File: src/rtl/uart_pkg.sv
// Shared types and helpers for the buffered UART transmitter.
// Optional feature macro: UART_TX_PARITY_EN (adds the PARITY state).
package uart_pkg;

  typedef enum logic [2:0] {
    ST_IDLE   = 3'd0,
    ST_START  = 3'd1,
    ST_DATA   = 3'd2,
`ifdef UART_TX_PARITY_EN
    ST_PARITY = 3'd3,
`endif
    ST_STOP   = 3'd4
  } tx_state_e;

  // Clock cycles per line bit (integer division, remainder dropped).
  function automatic int bit_ticks(input int clk_freq, input int baud);
    return clk_freq / baud;
  endfunction

  // Counter width able to hold n-1, never less than one bit.
  function automatic int cnt_width(input int n);
    int w;
    w = 1;
    while ((1 << w) < n) w++;
    return w;
  endfunction

endpackage

File: src/rtl/uart_tx_fifo_mem.sv
// Synchronous FIFO holding characters waiting to be serialised.
// DEPTH must be a power of two so the pointers wrap on their own.
module uart_tx_fifo_mem #(
  parameter int WIDTH = 8,
  parameter int DEPTH = 16
) (
  input  logic             i_clk,
  input  logic             i_rst_n,
  input  logic             i_push,
  input  logic [WIDTH-1:0] i_data,
  input  logic             i_pop,
  output logic [WIDTH-1:0] o_head,
  output logic             o_full,
  output logic             o_empty
);

  localparam int AW = $clog2(DEPTH);

  logic [WIDTH-1:0] mem [DEPTH];
  logic [AW-1:0]    wr_ptr;
  logic [AW-1:0]    rd_ptr;
  logic [AW:0]      count;
  logic             do_push;
  logic             do_pop;

  assign do_push = i_push && !o_full;
  assign do_pop  = i_pop && !o_empty;
  assign o_full  = (count == (AW+1)'(DEPTH));
  assign o_empty = (count == '0);
  assign o_head  = mem[rd_ptr];

  // Pointer and occupancy bookkeeping; a simultaneous push and pop leaves count unchanged.
  always_ff @(posedge i_clk or negedge i_rst_n) begin
    if (!i_rst_n) begin
      wr_ptr <= '0;
      rd_ptr <= '0;
      count  <= '0;
    end else begin
      if (do_push) wr_ptr <= wr_ptr + AW'(1);
      if (do_pop)  rd_ptr <= rd_ptr + AW'(1);
      case ({do_push, do_pop})
        2'b10:   count <= count + (AW+1)'(1);
        2'b01:   count <= count - (AW+1)'(1);
        default: count <= count;
      endcase
    end
  end

  // Storage array; contents are don't-care until written, so no reset.
  always_ff @(posedge i_clk) begin
    if (do_push) mem[wr_ptr] <= i_data;
  end

`ifdef FORMAL
  // The controller must never push into a full or pop from an empty buffer.
  always_ff @(posedge i_clk) begin
    if (i_rst_n) begin
      assert (!(i_push && o_full));
      assert (!(i_pop && o_empty));
    end
  end
`endif

endmodule

File: src/rtl/uart_tx_fifo.sv
// Buffered UART transmitter: FIFO front end, frame FSM and shifter.
// Optional feature macro: UART_TX_PARITY_EN (parity bit after the data bits,
// polarity chosen by i_parity_odd).
//
// state     | meaning
// ----------+---------------------------------------------------------
// ST_IDLE   | line high, waiting for the FIFO to become non-empty
// ST_START  | start bit (low) for BIT_TICKS cycles
// ST_DATA   | data bits LSB first, BIT_TICKS cycles each
// ST_PARITY | parity bit (only with UART_TX_PARITY_EN)
// ST_STOP   | STOP_BITS stop bits (high); pops the next entry if present
//
// o_tx is registered from the current state, so the line lags the state by
// one cycle; every bit still lasts exactly BIT_TICKS cycles.
module uart_tx_fifo
  import uart_pkg::*;
#(
  parameter int I_CLOCK_FREQ = 50_000000,
  parameter int BAUD_RATE    = 115200,
  parameter int DATA_BITS    = 8,
  parameter int STOP_BITS    = 1,
  parameter int FIFO_DEPTH   = 16
) (
  input  logic                 i_clk,
  input  logic                 i_rst_n,
  input  logic [DATA_BITS-1:0] i_data,
  input  logic                 i_stb,
`ifdef UART_TX_PARITY_EN
  input  logic                 i_parity_odd,
`endif
  output logic                 o_ready,
  output logic                 o_tx,
  output logic                 o_busy
);

  localparam int BIT_TICKS = bit_ticks(I_CLOCK_FREQ, BAUD_RATE);
  localparam int TICK_W    = cnt_width(BIT_TICKS);
  localparam int IDX_W     = 4;
  localparam logic [TICK_W-1:0] TICK_LOAD = TICK_W'(BIT_TICKS - 1);
  localparam logic [IDX_W-1:0]  LAST_DATA = IDX_W'(DATA_BITS - 1);
  localparam logic [IDX_W-1:0]  LAST_STOP = IDX_W'(STOP_BITS - 1);

  tx_state_e            state;
  logic [TICK_W-1:0]    tick_cnt;
  logic [IDX_W-1:0]     bit_idx;
  logic [DATA_BITS-1:0] shreg;
`ifdef UART_TX_PARITY_EN
  logic                 par_bit;
`endif
  logic                 rst_done;
  logic [DATA_BITS-1:0] fifo_head;
  logic                 fifo_full;
  logic                 fifo_empty;
  logic                 push;
  logic                 pop;
  logic                 tick_tc;

  // Writes are held off until the first edge after reset release has passed.
  always_ff @(posedge i_clk or negedge i_rst_n) begin
    if (!i_rst_n) rst_done <= 1'b0;
    else          rst_done <= 1'b1;
  end

  // Push/pop qualification and terminal-count decode.
  always_comb begin
    tick_tc = (tick_cnt == '0);
    push    = i_stb && !fifo_full && rst_done;
    pop     = !fifo_empty &&
              ((state == ST_IDLE) ||
               ((state == ST_STOP) && tick_tc && (bit_idx == LAST_STOP)));
  end

  assign o_ready = !fifo_full;
  assign o_busy  = (state != ST_IDLE) || !fifo_empty;

  uart_tx_fifo_mem #(
    .WIDTH (DATA_BITS),
    .DEPTH (FIFO_DEPTH)
  ) u_mem (
    .i_clk   (i_clk),
    .i_rst_n (i_rst_n),
    .i_push  (push),
    .i_data  (i_data),
    .i_pop   (pop),
    .o_head  (fifo_head),
    .o_full  (fifo_full),
    .o_empty (fifo_empty)
  );

  // Frame sequencer: down-counter per bit, registered line output.
  always_ff @(posedge i_clk or negedge i_rst_n) begin
    if (!i_rst_n) begin
      state    <= ST_IDLE;
      tick_cnt <= '0;
      bit_idx  <= '0;
      shreg    <= '0;
`ifdef UART_TX_PARITY_EN
      par_bit  <= 1'b0;
`endif
      o_tx     <= 1'b1;
    end else begin
      case (state)
        ST_START: o_tx <= 1'b0;
        ST_DATA:  o_tx <= shreg[0];
`ifdef UART_TX_PARITY_EN
        ST_PARITY: o_tx <= par_bit;
`endif
        default:  o_tx <= 1'b1;
      endcase

      case (state)
        ST_IDLE: begin
          if (pop) begin
            shreg    <= fifo_head;
`ifdef UART_TX_PARITY_EN
            par_bit  <= (^fifo_head) ^ i_parity_odd;
`endif
            tick_cnt <= TICK_LOAD;
            state    <= ST_START;
          end
        end
        ST_START: begin
          if (tick_tc) begin
            tick_cnt <= TICK_LOAD;
            bit_idx  <= '0;
            state    <= ST_DATA;
          end else begin
            tick_cnt <= tick_cnt - TICK_W'(1);
          end
        end
        ST_DATA: begin
          if (tick_tc) begin
            tick_cnt <= TICK_LOAD;
            shreg    <= shreg >> 1;
            if (bit_idx == LAST_DATA) begin
              bit_idx <= '0;
`ifdef UART_TX_PARITY_EN
              state   <= ST_PARITY;
`else
              state   <= ST_STOP;
`endif
            end else begin
              bit_idx <= bit_idx + IDX_W'(1);
            end
          end else begin
            tick_cnt <= tick_cnt - TICK_W'(1);
          end
        end
`ifdef UART_TX_PARITY_EN
        ST_PARITY: begin
          if (tick_tc) begin
            tick_cnt <= TICK_LOAD;
            bit_idx  <= '0;
            state    <= ST_STOP;
          end else begin
            tick_cnt <= tick_cnt - TICK_W'(1);
          end
        end
`endif
        ST_STOP: begin
          if (tick_tc) begin
            if (bit_idx == LAST_STOP) begin
              bit_idx <= '0;
              if (pop) begin
                shreg    <= fifo_head;
`ifdef UART_TX_PARITY_EN
                par_bit  <= (^fifo_head) ^ i_parity_odd;
`endif
                tick_cnt <= TICK_LOAD;
                state    <= ST_START;
              end else begin
                state    <= ST_IDLE;
              end
            end else begin
              tick_cnt <= TICK_LOAD;
              bit_idx  <= bit_idx + IDX_W'(1);
            end
          end else begin
            tick_cnt <= tick_cnt - TICK_W'(1);
          end
        end
        default: begin
          tick_cnt <= '0;
          bit_idx  <= '0;
          state    <= ST_IDLE;
        end
      endcase
    end
  end

`ifdef FORMAL
  // Counter range, legal encoding, buffer discipline and idle line level.
  always_ff @(posedge i_clk) begin
    if (i_rst_n) begin
      assert (tick_cnt <= TICK_LOAD);
`ifdef UART_TX_PARITY_EN
      assert (state inside {ST_IDLE, ST_START, ST_DATA, ST_PARITY, ST_STOP});
`else
      assert (state inside {ST_IDLE, ST_START, ST_DATA, ST_STOP});
`endif
      assert (!(push && fifo_full));
      assert (!(pop && fifo_empty));
      if (state == ST_IDLE) assert (o_tx);
    end
  end
`endif

endmodule

File: config.mk
export PLATFORM = sky130hd
export DESIGN_NAME = uart_tx_fifo
export DESIGN_NICKNAME = d
export VERILOG_FILES = /design/src/rtl/uart_pkg.sv /design/src/rtl/uart_tx_fifo_mem.sv /design/src/rtl/uart_tx_fifo.sv
export SDC_FILE = /design/constraint.sdc
export NUM_CORES = 1
export LEC_CHECK = 0
export ABC_AREA = 1
export BUFFER_PORTS_ARGS = -buffer_cell sky130_fd_sc_hd__buf_2
export CAP_MARGIN = 25
export CORE_MARGIN = 4
export CORE_UTILIZATION = 30
export CTS_BUF_LIST = sky130_fd_sc_hd__clkbuf_4
export DETAILED_ROUTE_END_ITERATION = 10
export PLACE_DENSITY = 0.42
export SYNTH_ARGS = -nofsm -noshare
export SYNTH_HDL_FRONTEND = slang
export SYNTH_SLANG_ARGS = --single-unit
File: constraint.sdc
create_clock -name i_clk -period 3.2 [get_ports i_clk]
set_clock_uncertainty 0.2 [all_clocks]
set_input_delay 0.32 -clock i_clk [delete_from_list [all_inputs] [get_ports i_clk]]
set_output_delay 0.32 -clock i_clk [all_outputs]
set_load 0.02 [all_outputs]
==> impl_metrics.env <==
export IMPL_fin_crit_sh=0.917
export IMPL_cp_cell_sequence="inv_1 -> ha_1 -> nand3_2 -> nor2_4 -> nand3_2 -> nand2_2 -> nand2_4 -> inv_2 -> ha_4 -> inv_1 -> fa_1 -> inv_1 -> a21oi_1 -> o21bai_1 -> a21oi_1 -> o21ai_0 -> xor2_1"
export IMPL_cts_buffer_depth=2
export IMPL_slew_violations=0
export IMPL_wirelength_mm=18.2
export IMPL_cp_arrival_ns=3.23
export IMPL_avgSynthCellArea_um2=9.73
export IMPL_fillers=2636
export IMPL_core_area_mm2=0.0254
export IMPL_grt_setup_unrepaired="false"
export IMPL_antenna_found_initial=1
export IMPL_synth_edff_count=128
export IMPL_cts_setup_buffers=0
export IMPL_cap_viol_max_count=0
export IMPL_grt_pass1_vias=5132
export IMPL_wl_per_cell_um=15.3
export IMPL_status="complete, no violations"
export IMPL_synth_area_mm2=0.00779
export IMPL_grt_max_degree=67
export IMPL_drcViolationCount=0
export IMPL_seq_area_mm2=0.00482
export IMPL_leakage_nw=3.75
export IMPL_hpwl_mm=11.7
export IMPL_worst_pin_slew_ns=0.793
export IMPL_r2r_start="tick_cnt[0]$_DFF_PN0_"
export IMPL_cellPowerDensity_mw_per_mm2=502
export IMPL_power_w=0.00439
export IMPL_fp_dieArea_mm2=0.0286
export IMPL_yosysWarnings=0
export IMPL_grt_pass1_wl_mm=29.3
export IMPL_cp_end_kind="register"
export IMPL_synth_seq_area_share=0.618
export IMPL_drive_gt1_frac=0.120
export IMPL_async_flop_share=0.234
export IMPL_ys_ff_latch=167
export IMPL_path_clk_slew_ns=0.16
export IMPL_htreeDepth=4
export IMPL_gp_congestion=0.772
export IMPL_worstPathMaxFanout=7
export IMPL_die_x_um=169
export IMPL_required_ns=3.50
export IMPL_setup_violations=0
export IMPL_root_buffer="clkbuf_4"
export IMPL_layout_min_cycle_time_ns=2.93
export IMPL_ys_types=40
export IMPL_via_per_inst=4.38
export IMPL_multi_input_area_mm2=0.00236
export IMPL_clock_sinks=167
export IMPL_synth_fp_nets=825
export IMPL_startpoint_type="register"
export IMPL_startpoint="tick_cnt[0]$_DFF_PN0_"
export IMPL_cp_slowest_cell="dfrtp_1"
export IMPL_rows=58
export IMPL_insertion_delay_ns=0.56
export IMPL_worst_hold_path_type="input pin to async pin"
export IMPL_grt_usage=0.132
export IMPL_grt_overflow=0
export IMPL_dr_pass1_iters=4
export IMPL_utilization=0.345
export IMPL_initial_core_util=0.307
export IMPL_synth_ff_type="edfxtp_1"
export IMPL_drt_iter0_drc=387
export IMPL_irDropWorstVdd_uv=223
export IMPL_criticalPathCategory="register to register"
export IMPL_finalSetupTns_ns=0
export IMPL_maxSlewHeadroom=0.471
export IMPL_hold_viol_final=0
export IMPL_cts_tree="yes"
export IMPL_fmax_mhz=341
export IMPL_worst_path_largest_cell_delay_ns=0.43
export IMPL_fin_nets=864
export IMPL_detail_route_antenna_nets=0
export IMPL_numCtsBuffers=17
export IMPL_ios=14
export IMPL_die_h_um=169
export IMPL_port_buffers=13
export IMPL_vias=5189
export IMPL_cpMostUsedCell="inv_1"
export IMPL_area_growth_pct=12.3
export IMPL_synthCells=801
metrics by stage:
step,hold WS [ns],cell area (µm²),instances,setup WS (ns)
final,0.0625,8750,1185,0.266
after global routing,0.00145,8750,1185,0.0325
after CTS,0.220,8710,1182,0.0942
after detailed placement,0.266,8300,1140,0.131
after global placement,0.260,8300,1140,0.200
after floorplan,-0.176,7790,801,0.435
layer usage:
| layer | track usage | wire, µm |
|---|---|---|
| met4 | 0.0410 | 265 |
| met5 | 0 | 0 |
| met3 | 0.0263 | 552 |
| met2 | 0.207 | 8490 |
| met1 | 0.186 | 8850 |
logic make-up after synthesis:
kind of cell / after synthesis / share of synthesized area
AND/OR/NAND/NOR: 400 / 0.224
flip-flops: 167 / 0.618
buffers and inverters: 152 / 0.0809
AO/OA/AOI/OAI: 58 / 0.0430
adder cells (fa/ha/maj): 13 / 0.0218
XOR/XNOR: 10 / 0.0112
other: 1 / 0.000481
cells in the mapped netlist (2+ instances only):
master    count  share of area
nor3_1        4         0.0026
buf_6         2         0.0029
edfxtp_1    128           0.49
o211ai_1      3         0.0029
a31oi_1       2         0.0016
inv_2        10         0.0048
nand3_2       4         0.0051
nand2_2       2         0.0016
inv_1       112          0.054
clkinv_1      3         0.0014
nand2_1     236           0.11
buf_2        18          0.012
nor2_2        2         0.0016
ha_1         12          0.019
a21oi_4       2         0.0042
o21ai_0      33          0.021
or2_2         3         0.0024
nand2_4       2         0.0029
nor2_1       39          0.019
nor2_4        2         0.0029
nand3_1     101          0.065
buf_4         6         0.0058
o21ai_1       4         0.0026
a21oi_1       9         0.0058
xor2_1        9          0.010
nand3b_1      2         0.0019
dfrtp_1      38           0.12
report_power, final:
group	switching (W)	total, W	internal, W
sequential	0.0000773	0.00255	0.00247
combinational	0.000314	0.000464	0.000150
clock	0.000816	0.00138	0.000561
path summary, 6_finish.rpt:
path	end	slack [ns]	cells after the start
worst max-delay path	u_mem.count[4]$_DFFE_PN0P_	0.27	17
worst max register to register	u_mem.count[4]$_DFFE_PN0P_	0.27	17
min in group i_clk	o_tx$_DFF_PN1_	0.30	2
worst min-delay path	o_tx$_DFF_PN1_	0.06	2
worst min register to register	o_tx$_DFF_PN1_	0.30	2
max in group asynchronous	shreg[7]$_DFFE_PN0P_	2.51	3
sequential cells by signal, summed over array words and instances, names as in the netlist:
name / count
rst_done: 1
u_mem.wr_ptr: 4
o_tx: 1
shreg: 8
u_mem.mem: 128
u_mem.count: 5
bit_idx: 4
u_mem.rd_ptr: 4
tick_cnt: 9
state: 3
critical path: cells and delay by family (launching register included):
family	cells	cell delay, ns
flip-flops	1	0.43
adder cells (fa/ha/maj)	3	0.76
XOR/XNOR	1	0.16
buffers and inverters	4	0.36
AND/OR/NAND/NOR	5	0.58
AO/OA/AOI/OAI	4	0.39
cell type report:
| class | instances | area share |
|---|---|---|
| inverter | 125 | 0.0536 |
| multi-input combinational | 482 | 0.269 |
| sequential | 167 | 0.551 |
| clock inverter | 15 | 0.0216 |
| clock buffer | 17 | 0.0146 |
| antenna | 2 | 0.000572 |
| tap | 330 | 0.0472 |
| timing repair buffer | 47 | 0.0423 |
cells in the final DEF, fill, tap and decap left out, types with 2 or more instances in the layout:
cell type / count
nand2_1: 236
edfxtp_1: 128
inv_1: 112
nand3_1: 101
nor2_1: 39
dfrtp_1: 37
o21ai_0: 33
buf_4: 22
clkbuf_4: 17
buf_2: 13
ha_1: 11
inv_2: 10
dlygate4sd3_1: 10
a21oi_1: 9
xor2_1: 9
inv_6: 5
nand3_2: 4
nor3_1: 4
o21ai_1: 4
clkinv_1: 3
or2_2: 3
o211ai_1: 3
clkinv_4: 3
bufinv_16: 3
diode_2: 2
nor2_4: 2
nand2_2: 2
nor2_2: 2
nand3b_1: 2
nand2_4: 2
a31oi_1: 2
a21oi_4: 2
clkinv_2: 2
buf_12: 2
repair_timing:
action | CTS | global route
resized for setup | 0 | 2
hold buffers | 10 | 0
endpoints found under the hold margin | 167 | 0
setup endpoints to repair | 0 | 2
(Power assumes the default switching activity.)
